File: config.mk
export PLATFORM = sky130hd
export DESIGN_NAME = apb_bus_arbiter
export DESIGN_NICKNAME = d
export VERILOG_FILES = /design/src/rtl/apb_bus_arbiter.sv
export SDC_FILE = /design/constraint.sdc
export NUM_CORES = 1
export LEC_CHECK = 0
export CORE_MARGIN = 3
export CORE_UTILIZATION = 33
export CTS_CLUSTER_SIZE = 20
export DETAILED_ROUTE_END_ITERATION = 8
export PLACE_DENSITY = 0.88
export SYNTH_ARGS = -nofsm -noshare
export SYNTH_HDL_FRONTEND = slang
export SYNTH_SLANG_ARGS = --single-unit
export TNS_END_PERCENT = 10
File: constraint.sdc
create_clock -name PCLK -period 1.9 [get_ports PCLK]
set_input_delay 0.285 -clock PCLK [delete_from_list [all_inputs] [get_ports PCLK]]
set_output_delay 0.285 -clock PCLK [all_outputs]
set_load 0.02 [all_outputs]
File: src/rtl/apb_bus_arbiter.sv
// Two-requester round-robin arbiter in front of a single APB master.
// A granted transfer runs IDLE -> ISSUE (one-cycle request pulse) -> WAIT,
// and ends on the downstream ready pulse or on a wait-cycle timeout.
// A timeout completes the transfer towards the requester with err=1.
module apb_bus_arbiter #(
  parameter int unsigned TIMEOUT = 16
) (
  input  logic        PCLK,
  input  logic        PRESET,
  // requester 0 (CPU)
  input  logic        req0_transfer,
  input  logic        req0_write,
  input  logic [31:0] req0_addr,
  input  logic [31:0] req0_wdata,
  output logic        req0_ready,
  output logic        req0_err,
  output logic [31:0] req0_rdata,
  // requester 1 (DMA)
  input  logic        req1_transfer,
  input  logic        req1_write,
  input  logic [31:0] req1_addr,
  input  logic [31:0] req1_wdata,
  output logic        req1_ready,
  output logic        req1_err,
  output logic [31:0] req1_rdata,
  // downstream APB master
  output logic        transfer,
  output logic        write,
  output logic [31:0] addr,
  output logic [31:0] wdata,
  input  logic        ready,
  input  logic [31:0] rdata,
  // status
  output logic [1:0]  grant,
  output logic [7:0]  timeout_cnt
);

  typedef enum logic [1:0] {
    IDLE  = 2'd0,
    ISSUE = 2'd1,
    WAIT  = 2'd2
  } state_t;

  // The abort fires in the WAIT cycle whose count would reach TIMEOUT-1,
  // so the register is compared against one less than that.
  localparam logic [7:0] WAIT_LIMIT = 8'(TIMEOUT - 2);

  state_t      state_reg, state_next;
  logic [1:0]  grant_reg, grant_next;
  logic        last_grant_reg, last_grant_next;   // 0 = req0, 1 = req1
  logic        write_reg, write_next;
  logic [31:0] addr_reg, addr_next;
  logic [31:0] wdata_reg, wdata_next;
  logic [7:0]  wait_cnt_reg, wait_cnt_next;
  logic [7:0]  timeout_cnt_reg, timeout_cnt_next;

  logic        done;       // downstream ready accepted this cycle
  logic        abort;      // wait budget exhausted this cycle
  logic        pick_req1;  // arbitration result while in IDLE

  // State and latched-request registers; reset clears everything.
  always_ff @(posedge PCLK or negedge PRESET) begin
    if (!PRESET) begin
      state_reg       <= IDLE;
      grant_reg       <= 2'b00;
      last_grant_reg  <= 1'b1;
      write_reg       <= 1'b0;
      addr_reg        <= 32'h0;
      wdata_reg       <= 32'h0;
      wait_cnt_reg    <= 8'h0;
      timeout_cnt_reg <= 8'h0;
    end else begin
      state_reg       <= state_next;
      grant_reg       <= grant_next;
      last_grant_reg  <= last_grant_next;
      write_reg       <= write_next;
      addr_reg        <= addr_next;
      wdata_reg       <= wdata_next;
      wait_cnt_reg    <= wait_cnt_next;
      timeout_cnt_reg <= timeout_cnt_next;
    end
  end

  // Next-state logic: arbitration, wait counting, completion and timeout.
  always_comb begin
    state_next       = state_reg;
    grant_next       = grant_reg;
    last_grant_next  = last_grant_reg;
    write_next       = write_reg;
    addr_next        = addr_reg;
    wdata_next       = wdata_reg;
    wait_cnt_next    = wait_cnt_reg;
    timeout_cnt_next = timeout_cnt_reg;
    done             = 1'b0;
    abort            = 1'b0;
    // On a tie the requester that was not served last wins.
    pick_req1        = req1_transfer & (~req0_transfer | ~last_grant_reg);

    case (state_reg)
      IDLE: begin
        // A late downstream ready here is simply ignored.
        if (req0_transfer || req1_transfer) begin
          grant_next    = pick_req1 ? 2'b10 : 2'b01;
          write_next    = pick_req1 ? req1_write : req0_write;
          addr_next     = pick_req1 ? req1_addr  : req0_addr;
          wdata_next    = pick_req1 ? req1_wdata : req0_wdata;
          wait_cnt_next = 8'h0;
          state_next    = ISSUE;
        end
      end
      ISSUE: begin
        if (ready) begin
          done = 1'b1;
        end else begin
          state_next = WAIT;
        end
      end
      WAIT: begin
        if (ready) begin
          done = 1'b1;
        end else if (wait_cnt_reg == WAIT_LIMIT) begin
          abort = 1'b1;
        end else begin
          wait_cnt_next = wait_cnt_reg + 8'd1;
        end
      end
      default: begin
        state_next = IDLE;
      end
    endcase

    if (done || abort) begin
      state_next      = IDLE;
      grant_next      = 2'b00;
      last_grant_next = grant_reg[1];
    end

    if (abort && (timeout_cnt_reg != 8'hFF)) begin
      timeout_cnt_next = timeout_cnt_reg + 8'd1;
    end
  end

  // Per-requester response steering: only the granted side ever sees a response.
  logic [1:0]  ready_vec;
  logic [1:0]  err_vec;
  logic [31:0] rdata_vec [2];

  genvar gi;
  generate
    for (gi = 0; gi < 2; gi++) begin : g_resp
      assign ready_vec[gi] = (done | abort) & grant_reg[gi];
      assign err_vec[gi]   = abort & grant_reg[gi];
      assign rdata_vec[gi] = (done & grant_reg[gi]) ? rdata : 32'h0;
    end
  endgenerate

  assign req0_ready  = ready_vec[0];
  assign req0_err    = err_vec[0];
  assign req0_rdata  = rdata_vec[0];
  assign req1_ready  = ready_vec[1];
  assign req1_err    = err_vec[1];
  assign req1_rdata  = rdata_vec[1];

  assign transfer    = (state_reg == ISSUE);
  assign write       = write_reg;
  assign addr        = addr_reg;
  assign wdata       = wdata_reg;
  assign grant       = grant_reg;
  assign timeout_cnt = timeout_cnt_reg;

endmodule

==> summary.txt, run 1 <==
Outcome
  – Status: complete, but fails checks
  – Violations in the final reports: negative setup slack

Synthesis
  – Synthesized area: 4570 µm²
  – Seq/Total Area, Yosys: a little under half
  – Number of synthesized flops with an enable pin: 0
  – Mapped Avg Cell Area: ~9.7 µm²
  – Post-synth top area share: 46.5%
  – Mapped Cells: 470
  – Yosys cell types: between 40 and 50
  – Ys flop type: dfrtp_1
  – Register bit total from synthesis: 86
  – Post-synth net total: between 600 and 700
  – Post-synthesis async set-or-reset flop share: 100%
  – Synth area leader: dfrtp_1
  – Top post-synthesis cells by area: dfrtp_1 (47%), mux2i_1 (14%), and2_1 (9.2%)
  – Yosys warns: 0

Floorplanning
  – Core box area: between 10000 and 15000 µm²
  – Die H: ~120 µm
  – Row count: 42
  – Ports: ~310
  – Die ar.: approximately 15000 µm²
  – Die X-Extent: ~120 µm
  – Initial Util: 34.1%

Placed design
  – Placer Congestion: 0.801
  – Hpwl dp: 12700 µm
  – Post-DP Area: slightly above 8000 µm²
  – Buffers added on ports: between 300 and 400

Flow run
  – Max Cap Viol: 0

STA
  – Max-slew violation count: 0
  – RSZ-0062 raised after global routing: yes
  – Max Clock Skew: 0.00505 ns
  – Fmax: between 400 and 500 MHz
  – Final Hold Vio Count: 0
  – Final setup viols: 80
  – Tmin final: around 2.3 ns
  – Worst-margin pin slew: about 0.51 ns
  – Final WS setup: -0.373 ns
  – Fin crit share: 120%
  – Relative slew slack: between 60% and 70%

Worst setup path
  – Crit Path Class: reg -> out
  – CP Max Fanout: 3
  – Critical path required time: 1.62 ns
  – Arr. time, crit path: a little under 2 ns
  – Crit end category: output pin
  – Startpoint Class: flop

Global routing
  – Initial antenna violation count: 0
  – GRT Total Usage: approximately 20%
  – Pin count of the biggest net entering global routing: 50
  – First-pass GRT wire length: between 20000 and 25000 µm
  – Vias in the first global route: between 4000 and 5000
  – Grt ovf: 0

Clocking
  – Clock root cell: clkbuf_16
  – TritonCTS clock tree: built
  – TritonCTS buffer count: 9
  – Clk_lat worst skew: ~0.33 ns
  – CTS clock-pin slew for the worst setup and hold paths: about 0.070 ns
  – H-tree levels: 3
  – CTS max path bufs: 2
  – Sink Count: 86

Power
  – Switch share: roughly two fifths
  – Clock power share: between 10% and 20%
  – Pwr Total: roughly 11 mW
  – VDD IR max: 0.552 mV
  – Internal Power: about 6.6 mW
  – Comb power frac: roughly 58%
  – Reg power frac: between 20% and 30%
  – Leakage: roughly 4.0 nW
  – Psw: approximately 4.3 mW
  – PwrDens: 1230 nW/µm²

Layout
  – Layout overhead on the synthesized area: 94.7%
  – Finished Cell Area: 8900 µm²
  – Antenna cells: 0
  – Final net count: 1001
  – Layout cells sized above 1: around a quarter
  – Post-Route Utilization: roughly two thirds

Route
  – DR WL/cell: around 16 µm
  – Residual DRC: 0
  – Vias per cell: around 4.7
  – Total routed wirelength: ~16000 µm
  – DR pass1 iterations: 4
  – ANT nets after route: 0
  – Initial drt markers: roughly 170
  – DR vias: 4763

Hold path
  – Hold WC Path Type: in -> async
[synth_stat cells, types with 2 or more instances]
| master | n |
|---|---|
| and2_1 | 67 |
| nor2_1 | 3 |
| buf_1 | 2 |
| nand4_1 | 5 |
| nand2_1 | 69 |
| inv_1 | 6 |
| mux2i_1 | 66 |
| o21a_1 | 2 |
| o31ai_1 | 6 |
| ha_1 | 6 |
| and3_1 | 5 |
| a21oi_1 | 3 |
| nand2b_1 | 3 |
| nand3_1 | 7 |
| dfrtp_1 | 85 |
| and2_2 | 2 |
| xnor2_1 | 7 |
| a21o_2 | 2 |
| o21ai_0 | 74 |
| clkbuf_1 | 21 |
| buf_2 | 5 |
| or2_2 | 3 |
[stage by stage]
stage               setup slack [ns]  std cells  hold slack [ns]  setup TNS, ns
finish                        -0.373       1009            0.474          -8.72
global route                  -0.476       1009            0.498         -14.48
CTS                           -0.402       1007            0.470          -6.72
detailed placement            -0.484        983            0.290         -19.27
global placement              -0.451        983            0.284         -17.77
floorplan                   -0.00856        470          -0.0106       -0.00856
[cells by family (layout without fill, tap and decap cells)]
kind of cell / count (synthesis) / in the layout / share of synthesized area [%]
AND/OR/NAND/NOR: 172 / 172 / 20.0
AO/OA/AOI/OAI: 96 / 96 / 11.7
flip-flops: 86 / 86 / 47.1
multiplexers: 68 / 68 / 15.0
buffers and inverters: 35 / 398 / 3.18
XOR/XNOR: 7 / 7 / 1.34
adder cells (fa/ha/maj): 6 / 6 / 1.64
[cell usage in the layout (no fill, tap or decap), drive strengths merged, types with 6 or more instances in the layout]
cell type	n
clkdlybuf4s50	240
nand2	70
and2	69
buf	134
o31ai	6
mux2i	66
dfrtp	85
nand3	7
xnor2	7
ha	6
clkbuf	10
o21ai	75
inv	10
[per-layer routing]
metal	share of wire, %	global-route usage [%]	vias to the layer above
met5	0	0	-
met1	34	20.7	2187
met4	2.5	7.40	0
met2	55	38.6	212
met3	9.1	6.04	27
li1	-	-	2337
[power by group through the flow]
stage	sequential [mW]	clock, mW	combinational [mW]
detailed placement	3.01	0	5.99
floorplan	3.86	0	1.87
finish	2.98	1.67	6.34
global placement	2.97	0	5.89
global route	3.09	1.78	6.80
CTS	2.99	1.71	6.25
[critical path, stage by stage, from the launching register on]
cell,delay [ns]
dfrtp_1,0.37
inv_1,0.06
ha_1,0.15
or4b_4,0.49
nor3_4,0.21
and2_4,0.17
or2_4,0.10
buf_6,0.10
[area by class of cell]
class,instances,area (µm²)
sequential,86,2150
fill,982,4500
tap,176,220
timing repair buffer,376,3790
clock buffer,9,225
inverter,6,22.5
multi-input combinational,349,2430
clock inverter,7,56.3
[worst paths after layout]
kind / start / to / slack, ns / cells past startpoint
setup / recovery: wait_cnt_reg[0]$_DFFE_PN0P_ / req0_ready / -0.37 / 7
hold / removal: PRESET / wdata[20]$_DFFE_PN0P_ / 0.47 / 2
setup reg to reg: wait_cnt_reg[0]$_DFFE_PN0P_ / timeout_cnt[1]$_DFFE_PN0P_ / -0.22 / 9
hold reg to reg: wdata[3]$_DFFE_PN0P_ / wdata[3]$_DFFE_PN0P_ / 0.47 / 2
max in group asynchronous: PRESET / write$_DFFE_PN0P_ / 0.78 / 3
min in group PCLK: wdata[3]$_DFFE_PN0P_ / wdata[3]$_DFFE_PN0P_ / 0.47 / 2
[timing repair]
| item | 4_1_cts | 5_1_grt |
|---|---|---|
| pin swaps | 7 | 8 |
| resized for setup | 388 | 44 |
| hold endpoints to repair | 36 | 0 |
| hold buffers | 1 | 0 |
| cloned | 2 | 0 |
| setup buffers | 5 | 3 |
| setup endpoints to repair | 72 | 89 |
Note: power is estimated with default switching activity, not from simulation.
==> run 2, diff against run 1 <==
--- a/config.mk
+++ b/config.mk
@@ -5,11 +5,11 @@
 export SDC_FILE = /design/constraint.sdc
 export NUM_CORES = 1
 export LEC_CHECK = 0
-export CORE_MARGIN = 3
-export CORE_UTILIZATION = 33
+export CORE_AREA = 3 3 119 121
 export CTS_CLUSTER_SIZE = 20
 export DETAILED_ROUTE_END_ITERATION = 8
-export PLACE_DENSITY = 0.88
+export DIE_AREA = 0 0 122 124
+export PLACE_DENSITY = 0.87
 export SYNTH_ARGS = -nofsm -noshare
 export SYNTH_HDL_FRONTEND = slang
 export SYNTH_SLANG_ARGS = --single-unit
==> constraint.sdc (replaced) <==
create_clock -name PCLK -period 2.9 [get_ports PCLK]
set_input_delay 0.435 -clock PCLK [delete_from_list [all_inputs] [get_ports PCLK]]
set_output_delay 0.435 -clock PCLK [all_outputs]
set_load 0.02 [all_outputs]
==> run 2 against run 1 <==
Net effect:
- the run now ends clean
- worst hold slack got worse by 0.40 ns
- critical path type is now in -> out
- total power down 40%
- register-to-register slack improved by 0.94 ns
- global-route usage shrank 1.2 points
- sequential cell count unchanged
- first-iteration DRC count increased by 23%
- setup slack gained 0.52 ns
- sequential share of layout area increased by 2.1 points
==> summary.txt, run 2 (same netlist as run 1, synthesis figures left out) <==
Route
  – Residual DRC: 0
  – Total routed wirelength: roughly 15000 µm
  – DR WL/cell: between 15 and 20 µm
  – Initial drt markers: 205
  – Vias per cell: ~4.8
  – DR pass1 iterations: 4
  – ANT nets after route: 0
  – DR vias: ~4600

STA
  – Fmax: around 360 MHz
  – RSZ-0062 raised after global routing: no
  – Final setup viols: 0
  – Max Clock Skew: 0.00701 ns
  – Tmin final: between 2 and 3 ns
  – Hold_ws: roughly 0.076 ns
  – Final WS setup: between 0.15 and 0.2 ns
  – Total negative slack: 0 ns
  – Max-slew violation count: 0
  – Final Hold Vio Count: 0
  – Worst-margin pin slew: between 0.6 and 0.7 ns
  – Relative slew slack: a little under three fifths
  – Fin crit share: a little over nine tenths

Clocking
  – H-tree levels: 3
  – Hold bufs inserted after CTS: 0
  – CTS clock-pin slew for the worst setup and hold paths: ~0.060 ns
  – Post_cts resized: 1
  – Setup bufs post-CTS: 0
  – TritonCTS buffer count: 9
  – CTS max path bufs: 2
  – Clock root cell: clkbuf_16
  – TritonCTS clock tree: built
  – Clk_lat worst skew: about 0.33 ns
  – Sink Count: 86

Global routing
  – First-pass GRT wire length: approximately 23000 µm
  – Pin count of the biggest net entering global routing: 75
  – GRT Total Usage: approximately a fifth
  – Vias in the first global route: between 4000 and 5000
  – Initial antenna violation count: 0
  – Grt ovf: 0

Worst setup path
  – Crit-path cells: clkdlybuf4s50_1 -> and3_1 -> buf_6 -> and2_1 -> clkdlybuf4s50_1
  – Crit Path Class: in -> out
  – Critical path required time: approximately 2.5 ns
  – CP max-delay cell: clkdlybuf4s50_1
  – CP Max Fanout: 32
  – Startpoint Class: input port
  – Reg-to-reg slack, setup: around 0.72 ns
  – Top Family by Delay on Critical Path: buffers and inverters
  – Worst reg2reg startpoint: state_reg[0]$_DFFE_PN0P_
  – Buffers & Inverters on Critical Path: 3
  – Arr. time, crit path: roughly 2.3 ns
  – Crit end category: output pin
  – Worst Setup SP: ready
  – Worst stage delay on the critical path: around 0.62 ns
  – Cell mode on critical path: clkdlybuf4s50_1

Placed design
  – Hpwl dp: between 10000 and 15000 µm
  – Buffers added on ports: just over 300
  – DP Worst Slack: between 0.1 and 0.15 ns
  – Placer Congestion: ~0.80
  – Post-DP Area: 7910 µm²

Floorplanning
  – Die H: roughly 120 µm
  – Initial Util: about 35%
  – Die ar.: around 15000 µm²
  – Core box area: between 10000 and 15000 µm²
  – Die X-Extent: roughly 120 µm
  – Row count: 42
  – Ports: a little over 300

Layout
  – Antenna cells: 0
  – Finished Cell Area: roughly 8000 µm²
  – # fillers: 1080
  – Layout overhead on the synthesized area: 79.2%
  – Final net count: around 950
  – Multi-input combinational cell area: 2290 µm²
  – Commonest cells after routing, fill and taps aside: clkdlybuf4s50_1 (304), dfrtp_1 (85), o21ai_0 (73)
  – Sequential cell area: about 2200 µm²
  – Most common cell after layout, fill and taps aside: clkdlybuf4s50_1
  – Layout cells sized above 1: a little under 6%

Power
  – Leakage: about 3.6 nW
  – Pwr Total: 6.62 mW
  – PwrDens: around 800 nW/µm²
  – VDD IR max: 0.393 mV

Flow run
  – Max Cap Viol: 0

Outcome
  – Status: complete, no violations

Hold path
  – Hold WC Path Type: in -> async
## run 2: cell types whose count changed in the layout (fill, tap and decap cells not counted), moves of 3 or more
| cell | change |
|---|---|
| clkdlybuf4s50_1 | +64 |
| buf_6 | -63 |
| buf_4 | -43 |
| and2_4 | -18 |
| and2_1 | +17 |
| buf_12 | -6 |
| buf_2 | -6 |
| inv_6 | -4 |
| o31ai_1 | +4 |
| o31ai_2 | -3 |
## run 2: routing by layer
metal  up-vias  GRT usage [%]  part of all wire [%]
li1       2219              -                     -
met1      2092           20.0                    35
met2       223           35.4                    53
met3        19           6.99                    10
met4         0           5.95                   1.9
met5         -              0                     0
## run 2: path summary, 6_finish.rpt
path	to	cells past startpoint
max reg2reg	wait_cnt_reg[7]$_DFFE_PN0P_	6
min reg2reg	wdata[20]$_DFFE_PN0P_	2
min in group PCLK	wdata[20]$_DFFE_PN0P_	2
max	req1_rdata[5]	5
max in group asynchronous	timeout_cnt[2]$_DFFE_PN0P_	2
min	wdata[28]$_DFFE_PN0P_	1
## run 2: power breakdown
part / internal (mW) / switching [mW] / total [mW]
Clock: 0.618 / 0.458 / 1.08
Sequential: 1.70 / 0.270 / 1.97
Combinational: 1.69 / 1.89 / 3.57
## run 2: worst reg2reg max path: stages (launching register included)
cell      delay [ns]
dfrtp_1         0.39
inv_1           0.09
ha_1            0.29
or3b_2          0.54
o21ai_1         0.38
or2_2           0.25
o221ai_1        0.10
## run 2: layout make-up
cell class              instances  area share (%)
clock inverters                 4           0.275
inverters                       6           0.275
flip-flops and latches         86            26.3
clock buffers                  11            3.09
well taps                     176            2.69
repair buffers                321            39.4
multi-input cells             349            28.0
## run 2: metrics by stage
stage	utilization, %	std cells
floorplan	-	470
global placement	59.9	938
detailed placement	59.9	938
CTS	62.0	953
global route	62.1	953
finish	62.1	953
==> run 3, diff against run 2 <==
--- a/config.mk
+++ b/config.mk
@@ -5,11 +5,12 @@
 export SDC_FILE = /design/constraint.sdc
 export NUM_CORES = 1
 export LEC_CHECK = 0
+export ABC_AREA = 1
 export CORE_AREA = 3 3 119 121
 export CTS_CLUSTER_SIZE = 20
 export DETAILED_ROUTE_END_ITERATION = 8
 export DIE_AREA = 0 0 122 124
-export PLACE_DENSITY = 0.87
+export PLACE_DENSITY = 0.9
 export SYNTH_ARGS = -nofsm -noshare
 export SYNTH_HDL_FRONTEND = slang
 export SYNTH_SLANG_ARGS = --single-unit
==> run 3 against run 2 <==
Net effect:
- clock skew up 0.0014 ns
- sequential power about the same
- fmax down 0.88%
- register-to-register slack better by 0.25 ns
- count of clock-buffer cells in the layout down 2
- core utilization up 1.8 points
- routed wire length up 20%
- cell area up 2.9%
- critical endpoint is now req1_rdata[3]
- global-route usage up 3.6 points
==> summary.txt, run 3 <==
Outcome
  – Status: complete, no violations

Global routing
  – Initial antenna violation count: 0
  – First-pass GRT wire length: about 27000 µm
  – Pin count of the biggest net entering global routing: 69
  – Grt ovf: 0
  – GRT Total Usage: between 20% and 30%
  – Vias in the first global route: 5440

Clocking
  – TritonCTS buffer count: 9
  – CTS clock-pin slew for the worst setup and hold paths: 0.07 ns
  – Setup bufs post-CTS: 0
  – Clk_lat worst skew: about 0.34 ns
  – Clock root cell: clkbuf_16
  – Hold bufs inserted after CTS: 0
  – Sink Count: 86
  – CTS max path bufs: 2
  – TritonCTS clock tree: built
  – H-tree levels: 3
  – Post_cts resized: 0

Floorplanning
  – Die H: roughly 120 µm
  – Initial Util: 37.3%
  – Row count: 42
  – Core box area: between 10000 and 15000 µm²
  – Die X-Extent: 122 µm
  – Die ar.: roughly 15000 µm²
  – Ports: just over 300

Layout
  – Final net count: about 1100
  – Non-Filler Instances: roughly 1100
  – Commonest cells after routing, fill and taps aside: clkdlybuf4s50_1 (307), nor2_1 (151), o21ai_0 (127)
  – Layout cells sized above 1: just under 6%
  – Antenna cells: 0
  – Layout overhead on the synthesized area: 71.3%
  – Finished Cell Area: ~8400 µm²
  – Most common cell after layout, fill and taps aside: clkdlybuf4s50_1

Worst setup path
  – Reg-to-reg slack, setup: ~0.97 ns
  – Arr. time, crit path: ~2.3 ns
  – Crit end category: output pin
  – Critical path required time: 2.47 ns
  – Crit Path Class: reg -> out
  – Worst Reg-to-Reg Cells: 7
  – R2R Path End: wdata[1]$_DFFE_PN0P_
  – Worst reg2reg startpoint: state_reg[0]$_DFFE_PN0P_
  – Startpoint Class: flop
  – CP Max Fanout: 32

Placed design
  – Placer Congestion: just over 0.8
  – Buffers added on ports: 310
  – Hpwl dp: 13500 µm
  – Post-DP Area: a little over 8000 µm²
  – Placed Cells: about 1100
  – DP Worst Slack: roughly 0.21 ns

STA
  – Tmin final: 2.77 ns
  – Final WS setup: 0.128 ns
  – Max-slew violation count: 0
  – Total negative slack: 0 ns
  – Fmax: approximately 360 MHz
  – Max Clock Skew: around 0.0084 ns
  – Final Hold Vio Count: 0
  – Fin crit share: between 90% and 100%
  – Hold_ws: ~0.21 ns
  – Final setup viols: 0
  – Relative slew slack: 42.0%
  – RSZ-0062 raised after global routing: no
  – Worst-margin pin slew: slightly below 0.9 ns

Route
  – Uppermost layer routed: met4
  – Met3 wire len: 1850 µm
  – Initial drt markers: around 300
  – DR vias: about 5700
  – ANT nets after route: 0
  – Vias per cell: 4.98
  – WL met2: ~9400 µm
  – DR WL/cell: ~16 µm
  – Total routed wirelength: ~18000 µm
  – WL met1: roughly 6400 µm
  – Residual DRC: 0
  – DR pass1 iterations: 5

Synthesis
  – Count leader, synth: nor2_1
  – Number of synthesized flops with an enable pin: 0
  – Post-synth net total: ~850
  – Ys flop type: dfrtp_1
  – Register bit total from synthesis: 86
  – Mapped Avg Cell Area: slightly above 7 µm²
  – Top post-synthesis cells by area: dfrtp_1 (43%), o21ai_0 (13%), nor2_1 (12%)
  – Yosys cell types: 28
  – Seq/Total Area, Yosys: roughly 44%
  – Post-synth top area share: 43.2%
  – Synthesized area: between 4000 and 5000 µm²
  – Mapped Cells: roughly 680
  – Synth area leader: dfrtp_1
  – Top cells by count, synth: nor2_1 (151), o21ai_0 (127), dfrtp_1 (85)
  – Yosys warns: 0
  – Post-synthesis async set-or-reset flop share: 100%

Power
  – Leakage: 3.60 nW
  – Psw: 2.96 mW
  – Comb power frac: 55.2%
  – VDD IR max: roughly 0.46 mV
  – PwrDens: 832 nW/µm²
  – Clock power share: roughly 17%
  – Internal Power: around 4.1 mW
  – Switch share: between 40% and 50%
  – Reg power frac: between 20% and 30%

Hold path
  – Hold WC Path Type: in -> async

Flow run
  – Max Cap Viol: 0
## run 3: cell count changes after synthesis, moves of 7 or more
| cell | change |
|---|---|
| mux2i_1 | -66 |
| o21ai_1 | +72 |
| o21ai_0 | +53 |
| clkbuf_1 | +9 |
| and2_1 | -67 |
| inv_1 | +52 |
| nand3_1 | +15 |
| nor2_1 | +148 |
| nand2_2 | +8 |
| xnor2_1 | -7 |
## run 3: per-layer routing
| layer | up-vias | global-route usage (%) |
|---|---|---|
| met5 | - | 0 |
| met4 | 0 | 8.75 |
| met3 | 30 | 6.95 |
| met2 | 284 | 42.1 |
| met1 | 2612 | 24.0 |
| li1 | 2787 | - |
## run 3: worst max-delay path by stage
stage / to / cells after the start / slack [ns] / from
CTS: req0_ready / 9 / 0.02 / wait_cnt_reg[0]$_DFFE_PN0P_
global placement: req0_ready / 7 / 0.25 / ready
detailed placement: req1_rdata[3] / 7 / 0.21 / ready
finish: req1_rdata[3] / 8 / 0.13 / state_reg[0]$_DFFE_PN0P_
floorplan: req0_ready / 8 / 0.98 / state_reg[0]$_DFFE_PN0P_
global route: req1_rdata[3] / 8 / 0.008 / state_reg[1]$_DFFE_PN0P_
## run 3: layout make-up
class | instances | area (µm²)
fillers | 1097 | 4760
repair buffers | 323 | 3220
multi-input cells | 486 | 2310
flip-flops and latches | 86 | 2150
inverters | 61 | 229
clock buffers | 9 | 225
well taps | 176 | 220
clock inverters | 7 | 72.6
## run 3: kinds of logic (layout without fill, tap and decap cells)
group,count (synthesis),after routing,synth area share [%]
buf+inv,107,400,9.46
simple gates,267,267,22.9
compound gates,210,210,21.9
fa+ha+maj,6,6,1.53
xor+xnor,3,3,0.534
flops,86,86,43.7
## run 3: power by group through the flow
stage                     Clock (mW)  Sequential [mW]  Combinational [mW]
after CTS                       1.19             1.97                3.91
after global routing            1.23             2.04                4.17
after floorplan                    0             2.54                1.49
after global placement             0             1.96                3.82
after detailed placement           0             2.00                3.89
final                           1.18             1.97                3.87
## run 3: worst max-delay path: stages, from the launching register on
cell and delay, ns:
dfrtp_1 0.39, inv_1 0.09, ha_1 0.28, nand2_1 0.09, inv_1 0.09, nand2_1 0.05, buf_4 0.22, nor2_1 0.15
clkdlybuf4s50_1 0.64
## run 3: stage by stage
step           util (%)  power [mW]
5_1_grt            63.9        7.44
4_1_cts            63.9        7.07
6_report           63.9        7.02
3_5_place_dp       61.6        5.89
2_1_floorplan         -        4.03
3_3_place_gp       61.6        5.79
